--- src/rtl/tgc_pkg.sv ---
// Shared types and constants for the GMII traffic generator/checker.
// Payload mode is selected by TGC_LFSR_PAYLOAD_EN (see tgc_payload_gen).
package tgc_pkg;
  typedef enum logic [2:0] {G_IDLE, G_PRE, G_SFD, G_DATA, G_IPG} gen_state_t;
  typedef enum logic [1:0] {C_IDLE, C_HUNT, C_DATA} chk_state_t;

  localparam logic [7:0] PRE_BYTE  = 8'h55;
  localparam logic [7:0] SFD_BYTE  = 8'hD5;
  // x^8+x^6+x^5+x^4+1 as a Fibonacci shift-left: feedback from bits 7,5,4,3
  localparam logic [7:0] LFSR_TAPS = 8'hB8;
  localparam logic [7:0] SEED_XOR  = 8'hA5;

  function automatic logic [7:0] lfsr_seed(input logic [7:0] seq);
    return seq ^ SEED_XOR;
  endfunction

  function automatic logic [7:0] lfsr_next(input logic [7:0] s);
    return {s[6:0], ^(s & LFSR_TAPS)};
  endfunction
endpackage

--- src/rtl/gmii_traffic_gen_check_if.sv ---
// GMII transmit/receive bundle between the traffic generator/checker and the PCS.
interface gmii_traffic_gen_check_if;
  logic [7:0] TXD;
  logic       TX_EN;
  logic       TX_ER;
  logic       RX_DV;
  logic [7:0] RXD;

  modport master (output TXD, TX_EN, TX_ER, input RX_DV, RXD);
  modport slave  (input TXD, TX_EN, TX_ER, output RX_DV, RXD);
endinterface

--- src/rtl/tgc_payload_gen.sv ---
// Payload byte source shared by generator and checker: load(seq) then step per byte.
// TGC_LFSR_PAYLOAD_EN selects the LFSR sequence; otherwise bytes count up from seq.
module tgc_payload_gen
  import tgc_pkg::*;
(
  input  logic       clk,
  input  logic       reset_n,
  input  logic       load,
  input  logic       step,
  input  logic [7:0] seq,
  output logic [7:0] data
);
  always_ff @(posedge clk or negedge reset_n) begin
    if (!reset_n) begin
      data <= 8'h00;
    end else if (load) begin
`ifdef TGC_LFSR_PAYLOAD_EN
      data <= lfsr_seed(seq);
`else
      data <= seq;
`endif
    end else if (step) begin
`ifdef TGC_LFSR_PAYLOAD_EN
      data <= lfsr_next(data);
`else
      data <= data + 8'd1;
`endif
    end
  end
endmodule

--- src/rtl/gmii_traffic_gen_check.sv ---
// GMII framed burst generator plus receive-side payload checker with saturating counters.
// Payload pattern chosen at build time by TGC_LFSR_PAYLOAD_EN.
module gmii_traffic_gen_check
  import tgc_pkg::*;
#(
  parameter int FRAME_LEN    = 8,
  parameter int IPG          = 12,
  parameter int NUM_FRAMES   = 4,
  parameter int PREAMBLE_LEN = 7,
  parameter int CNT_W        = 16
) (
  input  logic                 clk,
  input  logic                 reset_n,
  input  logic                 start,
  gmii_traffic_gen_check_if.master gmii,
  output logic                 busy,
  output logic                 done,
  output logic [CNT_W-1:0]     frames_tx,
  output logic [CNT_W-1:0]     frames_rx,
  output logic [CNT_W-1:0]     byte_errs,
  output logic [CNT_W-1:0]     len_errs
);
  localparam int GCW = 16;
  localparam int IW  = $clog2(FRAME_LEN + 2);

  function automatic logic [CNT_W-1:0] sat_inc(input logic [CNT_W-1:0] v);
    return (&v) ? v : v + 1'b1;
  endfunction

  gen_state_t     gst;
  logic [GCW-1:0] gcnt;
  logic           run_started;
  logic           start_acc, more_frames, g_load, g_step;
  logic [7:0]     g_byte;

  assign start_acc   = start && (gst == G_IDLE);
  assign more_frames = (NUM_FRAMES == 0) || (frames_tx < CNT_W'(NUM_FRAMES));
  assign g_load      = (gst == G_PRE) && (gcnt == GCW'(PREAMBLE_LEN - 1));
  assign g_step      = (gst == G_SFD) || (gst == G_DATA);
  assign busy        = (gst != G_IDLE);
  assign gmii.TX_ER  = 1'b0;

  tgc_payload_gen u_gen_pay (
    .clk(clk), .reset_n(reset_n), .load(g_load), .step(g_step),
    .seq(frames_tx[7:0]), .data(g_byte)
  );

  always_ff @(posedge clk or negedge reset_n) begin
    if (!reset_n) begin
      gst         <= G_IDLE;
      gcnt        <= '0;
      gmii.TXD    <= 8'h00;
      gmii.TX_EN  <= 1'b0;
      frames_tx   <= '0;
      run_started <= 1'b0;
      done        <= 1'b0;
    end else begin
      done <= (gst == G_IDLE) && run_started && (NUM_FRAMES != 0) &&
              (frames_rx >= CNT_W'(NUM_FRAMES));
      case (gst)
        G_IDLE: if (start) begin
          gst         <= G_PRE;
          gcnt        <= '0;
          gmii.TX_EN  <= 1'b1;
          gmii.TXD    <= PRE_BYTE;
          frames_tx   <= '0;
          run_started <= 1'b1;
          done        <= 1'b0;
        end
        G_PRE: if (g_load) begin
          gst      <= G_SFD;
          gmii.TXD <= SFD_BYTE;
        end else begin
          gcnt     <= gcnt + 1'b1;
        end
        G_SFD: begin
          gst      <= G_DATA;
          gcnt     <= '0;
          gmii.TXD <= g_byte;
        end
        G_DATA: if (gcnt == GCW'(FRAME_LEN - 1)) begin
          gst        <= G_IPG;
          gcnt       <= '0;
          gmii.TX_EN <= 1'b0;
          gmii.TXD   <= 8'h00;
          frames_tx  <= sat_inc(frames_tx);
        end else begin
          gcnt     <= gcnt + 1'b1;
          gmii.TXD <= g_byte;
        end
        G_IPG: if (gcnt == GCW'(IPG - 1)) begin
          gcnt <= '0;
          if (more_frames) begin
            gst        <= G_PRE;
            gmii.TX_EN <= 1'b1;
            gmii.TXD   <= PRE_BYTE;
          end else begin
            gst <= G_IDLE;
          end
        end else begin
          gcnt <= gcnt + 1'b1;
        end
        default: gst <= G_IDLE;
      endcase
    end
  end

  chk_state_t    cst;
  logic [IW-1:0] cidx;
  logic          dv_q, c_load, c_step;
  logic [7:0]    c_byte;

  assign c_load = (cst == C_HUNT) && gmii.RX_DV && (gmii.RXD == SFD_BYTE);
  assign c_step = (cst == C_DATA) && gmii.RX_DV && (cidx < IW'(FRAME_LEN));

  tgc_payload_gen u_chk_pay (
    .clk(clk), .reset_n(reset_n), .load(c_load), .step(c_step),
    .seq(frames_rx[7:0]), .data(c_byte)
  );

  always_ff @(posedge clk or negedge reset_n) begin
    if (!reset_n) begin
      cst       <= C_IDLE;
      cidx      <= '0;
      dv_q      <= 1'b0;
      frames_rx <= '0;
      byte_errs <= '0;
      len_errs  <= '0;
    end else begin
      dv_q <= gmii.RX_DV;
      case (cst)
        C_IDLE: if (gmii.RX_DV && !dv_q) cst <= C_HUNT;
        C_HUNT: if (!gmii.RX_DV) begin
          cst      <= C_IDLE;
          len_errs <= sat_inc(len_errs);
        end else if (gmii.RXD == SFD_BYTE) begin
          cst  <= C_DATA;
          cidx <= '0;
        end
        C_DATA: if (!gmii.RX_DV) begin
          cst       <= C_IDLE;
          frames_rx <= sat_inc(frames_rx);
          if (cidx != IW'(FRAME_LEN)) len_errs <= sat_inc(len_errs);
        end else if (cidx < IW'(FRAME_LEN)) begin
          cidx <= cidx + 1'b1;
          if (gmii.RXD != c_byte) byte_errs <= sat_inc(byte_errs);
        end else if (cidx == IW'(FRAME_LEN)) begin
          // one step past FRAME_LEN flags an overlong burst at its end
          cidx <= cidx + 1'b1;
        end
        default: cst <= C_IDLE;
      endcase
      if (start_acc) begin
        frames_rx <= '0;
        byte_errs <= '0;
        len_errs  <= '0;
      end
    end
  end
endmodule

--- src/flat_wrapper.sv ---
// flat-port wrapper written by rule: the top's interface ports become plain ports
module gmii_traffic_gen_check_flat import tgc_pkg::*;
#(
  parameter int FRAME_LEN    = 8,
  parameter int IPG          = 12,
  parameter int NUM_FRAMES   = 4,
  parameter int PREAMBLE_LEN = 7,
  parameter int CNT_W        = 16
)
  (clk, reset_n, start, busy, done, frames_tx, frames_rx, byte_errs, len_errs, gmii_TXD, gmii_TX_EN, gmii_TX_ER, gmii_RX_DV, gmii_RXD);
  gmii_traffic_gen_check_if gmii_i ();
  input  logic clk;
  input  logic reset_n;
  input  logic start;
  output logic busy;
  output logic done;
  output logic [CNT_W-1:0] frames_tx;
  output logic [CNT_W-1:0] frames_rx;
  output logic [CNT_W-1:0] byte_errs;
  output logic [CNT_W-1:0] len_errs;
  output wire logic [$bits(gmii_i.TXD)-1:0] gmii_TXD;
  output wire logic [$bits(gmii_i.TX_EN)-1:0] gmii_TX_EN;
  output wire logic [$bits(gmii_i.TX_ER)-1:0] gmii_TX_ER;
  input wire logic [$bits(gmii_i.RX_DV)-1:0] gmii_RX_DV;
  input wire logic [$bits(gmii_i.RXD)-1:0] gmii_RXD;
  assign gmii_TXD = gmii_i.TXD;
  assign gmii_TX_EN = gmii_i.TX_EN;
  assign gmii_TX_ER = gmii_i.TX_ER;
  assign gmii_i.RX_DV = gmii_RX_DV;
  assign gmii_i.RXD = gmii_RXD;
  gmii_traffic_gen_check #(.FRAME_LEN(FRAME_LEN), .IPG(IPG), .NUM_FRAMES(NUM_FRAMES), .PREAMBLE_LEN(PREAMBLE_LEN), .CNT_W(CNT_W)) u_core (.clk(clk), .reset_n(reset_n), .start(start), .gmii(gmii_i), .busy(busy), .done(done), .frames_tx(frames_tx), .frames_rx(frames_rx), .byte_errs(byte_errs), .len_errs(len_errs));
endmodule
--- config.mk ---
export PLATFORM = sky130hd
export DESIGN_NAME = gmii_traffic_gen_check_flat
export DESIGN_NICKNAME = d
export VERILOG_FILES = /design/src/rtl/tgc_pkg.sv /design/src/rtl/gmii_traffic_gen_check_if.sv /design/src/rtl/tgc_payload_gen.sv /design/src/rtl/gmii_traffic_gen_check.sv /design/src/flat_wrapper.sv
export SDC_FILE = /design/constraint.sdc
export NUM_CORES = 1
export LEC_CHECK = 0
export CAP_MARGIN = 25
export CORE_UTILIZATION = 59
export DETAILED_ROUTE_END_ITERATION = 10
export PLACE_DENSITY = 0.95
export SLEW_MARGIN = 20
export SYNTH_ARGS = -nofsm -noshare
export SYNTH_HDL_FRONTEND = slang
export SYNTH_SLANG_ARGS = --single-unit
--- constraint.sdc ---
create_clock -name clk -period 7.28 [get_ports clk]
set_input_delay 1.092 -clock clk [delete_from_list [all_inputs] [get_ports clk]]
set_output_delay 1.092 -clock clk [all_outputs]
set_load 0.02 [all_outputs]
* Word level (Yosys, flattened, before mapping) *
Index checks and enable logic that the tools add are counted.

cells by class
  $add $sub $neg = 8
  $lt $le $gt $ge = 3
  equal/unequal tests = 33
  reductions and logical operators = 40
  muxes and demuxes = 58

operators by type and width
  operator                                                                               count
  16-bit 2-to-1 mux                                                                      21
  16-bit by 1-bit adder with 16-bit output (second input constant)                       5
  16-bit case mux with 5 select lines                                                    1
  8-bit 2-to-1 mux                                                                       9
  16-bit case mux with 2 select lines                                                    2
  16-bit AND reduction                                                                   4
  8-bit case mux with 5 select lines                                                     1
  16-bit by 3-bit == test with 1-bit output (second input constant)                      2
  4-bit 2-to-1 mux                                                                       5
  5-bit AND reduction                                                                    4
  8-bit by 1-bit adder with 8-bit output (second input constant)                         2
  16-bit by 4-bit == test with 1-bit output (second input constant)                      1
  16-bit by 3-bit greater-or-equal comparator with 1-bit output (second input constant)  1
  16-bit by 3-bit < comparator with 1-bit output (second input constant)                 1
  2-bit != test (second input constant)                                                  8
  2-bit nonzero test                                                                     8
  3-bit case mux with 5 select lines                                                     1
  2-bit by 1-bit != test with 1-bit output (second input constant)                       7
  3-bit 2-to-1 mux                                                                       4
  4-bit AND reduction                                                                    3
  1-bit logical AND                                                                      9
  3-bit by 2-bit != test with 1-bit output (second input constant)                       3
  3-bit AND reduction                                                                    3
  3-bit nonzero test                                                                     3
  23 further kinds                                                                       34

storage, ports and cells
  register bits after elaboration = 117
  input port bits = 12
  output and inout port bits = 76
  logic and storage cells = 157

* Longest topological paths before layout *
  depth in word-level cells = 7
  depth in mapped cells = 9
  gate-level depth less buffers = 7

* Modules after synthesis *
Synthesis repeated with hierarchy kept, for this count alone.

second synthesis, totals
  cells, all modules = 711
  area total of the unflattened synthesis = 6,550.0 µm²

by module, submodules not included
  module                  area each (µm²)  times used  cells each  sequential area each (µm²)
  gmii_traffic_gen_check  5,649.2          1           613         2,527.4
  tgc_payload_gen         450.4            2           49          200.2

* Worst setup path before layout *
Ideal clock, no wire load.

  path kind = in2reg
  from = input gmii_RX_DV
  to = register u_core.len_errs[13]
  setup slack = 4,634 ps
  arrival = 2,525 ps
  buffers on the path = 2
  data required time = 7,160 ps
  setup time = 120 ps
  stages on the path = 7
  cells stage by stage = clkbuf_1 o21ai_0 o211ai_1 a211oi_1 clkbuf_1 a31oi_1 a41o_1

between the ends
  longest elaborated chain between the ends = 2
  elaborated cells between the ends (all ways) = 3
  classes of those cells = 2 x eq/ne; 1 x reduce/logical

ends and longest elaborated chain
  item                                                       line                           RTL
  start: declaration                                         flat_wrapper.sv:24             input wire logic [$bits(gmii_i.RX_DV)-1:0] gmii_RX_DV;
  3-bit by 2-bit != test with 1-bit output (no source line)  n/a
  4-bit AND reduction (no source line) *                     n/a
  end signal: assignment                                     gmii_traffic_gen_check.sv:135  len_errs <= sat_inc(len_errs);
  end signal: assignment                                     gmii_traffic_gen_check.sv:143  if (cidx != IW'(FRAME_LEN)) len_errs <= sat_inc(len_errs);
  end: declaration                                           gmii_traffic_gen_check.sv:21   output logic [CNT_W-1:0] len_errs

Mark *: on every way between the ends. The rest lies on a longest branch, timed or not.
A chain may end at the register's enable or synchronous reset.

* Final worst setup path *
  from = register u_core.gst[2]
  to = output busy

between the ends
  longest elaborated chain between the ends = 1

ends and longest elaborated chain
  item                      line                          RTL
  start: declaration        gmii_traffic_gen_check.sv:30  gen_state_t gst;
  start signal: assignment  gmii_traffic_gen_check.sv:50  gst <= G_IDLE;
  start signal: assignment  gmii_traffic_gen_check.sv:62  gst <= G_PRE;
  start signal: assignment  gmii_traffic_gen_check.sv:71  gst <= G_SFD;
  3-bit nonzero test        gmii_traffic_gen_check.sv:40  assign busy = (gst != G_IDLE);
  end: declaration          flat_wrapper.sv:15            output logic busy;

No other way between the ends.

==> impl_metrics.json <==
{
  "yosysSeqAreaShare_pct": 44.1,
  "clock_skew_ns": 0.0101,
  "clkLatencyLatePin_ns": 0.53,
  "diodes": 0,
  "worst_pin_slew_ns": 1.03,
  "drive_gt1_share_pct": 5.36,
  "clkTransAtPathRegs_ns": 0.06,
  "finalCriticalPeriod_ns": 3.22,
  "dpl.hpwl_mm": 11.6,
  "synth_area_sq_um": 6640,
  "ant_nets": 0,
  "grt_pass1_wl_mm": 31.1,
  "r2r-start": "u_core.gcnt[10]",
  "path_max_fanout": 15,
  "syn_inst": 736,
  "gp_congestion": 0.890,
  "regToRegEndpoint": "u_core.gcnt[14]",
  "cts_resized": 0,
  "num_vias": 6437,
  "clk_path_buf_depth": 2,
  "antenna_found_initial": 0,
  "ys_warn_count": 0,
  "syn_area_per_cell_sq_um": 9.02,
  "crit_arrival_ns": 2.13,
  "slew_headroom_pct": 31.0,
  "rsz0062_at_grt": "no",
  "drt-initial-drc-count": 723,
  "synth_top_family_by_area": "simple AND/OR/NAND/NOR gates",
  "fin_setup_tns_ns": 0,
  "cts_tree": "built",
  "post_cts.repair.setup_buffers": 0,
  "cp.required_ns": 6.19,
  "peakVddDrop_mv": 0.194,
  "rows": 38,
  "ff2ff_setup_slack_ns": 4.28,
  "drc_errors": 0,
  "numPortBuffers": 86,
  "drt_pre_antenna_iters": 6,
  "path_class": "reg2out",
  "postLayoutCellArea_sq_um": 8210,
  "worstSetupEndpointType": "output port",
  "setup_viol": 0,
  "ys_async_sr_fraction_pct": 100,
  "ys.flop_type": "dfrtp_1",
  "maxCapViolCount": 0,
  "endpoint": "busy",
  "dieArea_sq_um": 11700,
  "design.core.area_sq_um": 10900,
  "hp-start": "u_core.run_started",
  "area_growth_pct": 23.7,
  "layout_commonest_cell": "dfrtp_1",
  "start_util_pct": 61.0,
  "setup_slack_ns": 4.06,
  "synth_xor_area_share_pct": 5.94,
  "crit_path_start": "u_core.gst[2]",
  "yosys.area_share.simple_pct": 27.9,
  "wl_per_cell_um": 19.3,
  "ys_ff_latch": 117,
  "fp.dieW_um": 108,
  "finish.utilization_pct": 75.4,
  "status": "finished clean",
  "grt_pass1_vias": 6290,
  "cts_made_buffers": 17,
  "clock-sinks": 117,
  "dp_slack_ns": 3.78,
  "ff2ff_path_depth": 5,
  "nets": 835,
  "synth_nets": 762,
  "fmax_ghz": 0.310,
  "grt_usage_pct": 33.9,
  "cts_hold_buf": 0,
  "hold_class": "reg2reg",
  "synth_compound_area_share_pct": 14.9,
  "grt-ovfl-total": 0,
  "h-tree-depth": 4,
  "root_buffer": "clkbuf_8",
  "muxShareOfSynthArea_pct": 1.38,
  "p_leak_nw": 3.37,
  "finalWirelength_mm": 18.5,
  "die_y_um": 108,
  "grt_start_max_net_pins": 86,
  "vias_per_cell": 6.70,
  "hold_violations": 0,
  "placedInstanceArea_sq_um": 7560,
  "ios": 88,
  "p_per_area_nw_per_um2": 318,
  "synth_cell_types": 59,
  "finalCritPeriodShare_pct": 44.3,
  "slew_viol_final": 0,
  "layout_common_cells": "117 x dfrtp_1, 85 x clkdlybuf4s50_1, 76 x nand2_1, 67 x nor2_1, 42 x o21ai_0",
  "synth_edf_count": 0,
  "cp-start-kind": "flip-flop",
  "synthAdderAreaFrac_pct": 2.64
}
flip-flops by register name, summed over array words and instances, names as in the netlist, 8 cells and up:
signal	count
u_core.byte_errs	16
u_core.frames_rx	16
u_core.frames_tx	16
u_core.gcnt	16
u_core.len_errs	16
u_core.gmii.TXD	8
u_core.u_chk_pay.data	8
u_core.u_gen_pay.data	8
cells by family (layout without fill, tap and decap cells):
group / after synthesis / in the layout
adder cells (fa/ha/maj): 14 / 14
AND/OR/NAND/NOR: 345 / 345
flip-flops: 117 / 117
other: 1 / 1
multiplexers: 9 / 9
buffers and inverters: 51 / 136
AO/OA/AOI/OAI: 154 / 154
XOR/XNOR: 45 / 45
routing by layer:
layer  routed length (um)  vias up  global-route usage [%]
li1                     -     2865                       -
met1                 7310     3076                    42.8
met2                 9140      421                    55.6
met3                 1400       75                    5.85
met4                  662        0                    18.3
met5                    0        -                       0
worst min path at each step:
| stage | slack, ns | to | cells past startpoint |
|---|---|---|---|
| after CTS | 0.47 | u_core.run_started | 1 |
| after global routing | 0.49 | u_core.run_started | 1 |
| after floorplan | 0.43 | u_core.run_started | 1 |
| final | 0.47 | u_core.run_started | 1 |
| after global placement | 0.44 | u_core.run_started | 1 |
| after detailed placement | 0.45 | u_core.run_started | 1 |
per-stage QoR:
step	total power, mW	hold slack [ns]	instances
floorplan	1.37	0.425	736
finish	2.61	0.471	961
global route	2.73	0.490	961
CTS	2.59	0.471	961
detailed placement	1.65	0.452	930
global placement	1.60	0.442	930
cell usage after synthesis (all sizes together), types with 14 or more instances:
master  instances  area share, %
clkbuf         27            1.5
a21oi          38            2.9
xnor2          31            4.1
nand4          24            2.3
dfrtp         117             44
nor2           68            3.8
or3            16            1.5
inv            16           0.90
nand3          41            3.1
nand2          76            4.3
or4            22            2.5
ha             14            2.6
xor2           14            1.8
nor4           21            2.4
o21ai          46            3.5
power by group:
| group | switching, mW | internal [mW] |
|---|---|---|
| clock network | 0.298 | 0.641 |
| registers | 0.153 | 0.758 |
| logic | 0.459 | 0.305 |
area by class of cell:
cell class | count | area (sq um)
Clock buffer | 22 | 453
Multi-Input combinational cell | 568 | 3510
Clock inverter | 9 | 199
Sequential cell | 117 | 2930
Timing Repair Buffer | 89 | 885
Tap cell | 140 | 175
Inverter | 16 | 60.1
Fill cell | 673 | 2680
worst max-delay path, stage by stage (launching register included):
cell             delay [ns]
dfrtp_1                0.53
or3_1                  0.50
clkdlybuf4s50_1        0.57
(Power assumes the default switching activity.)
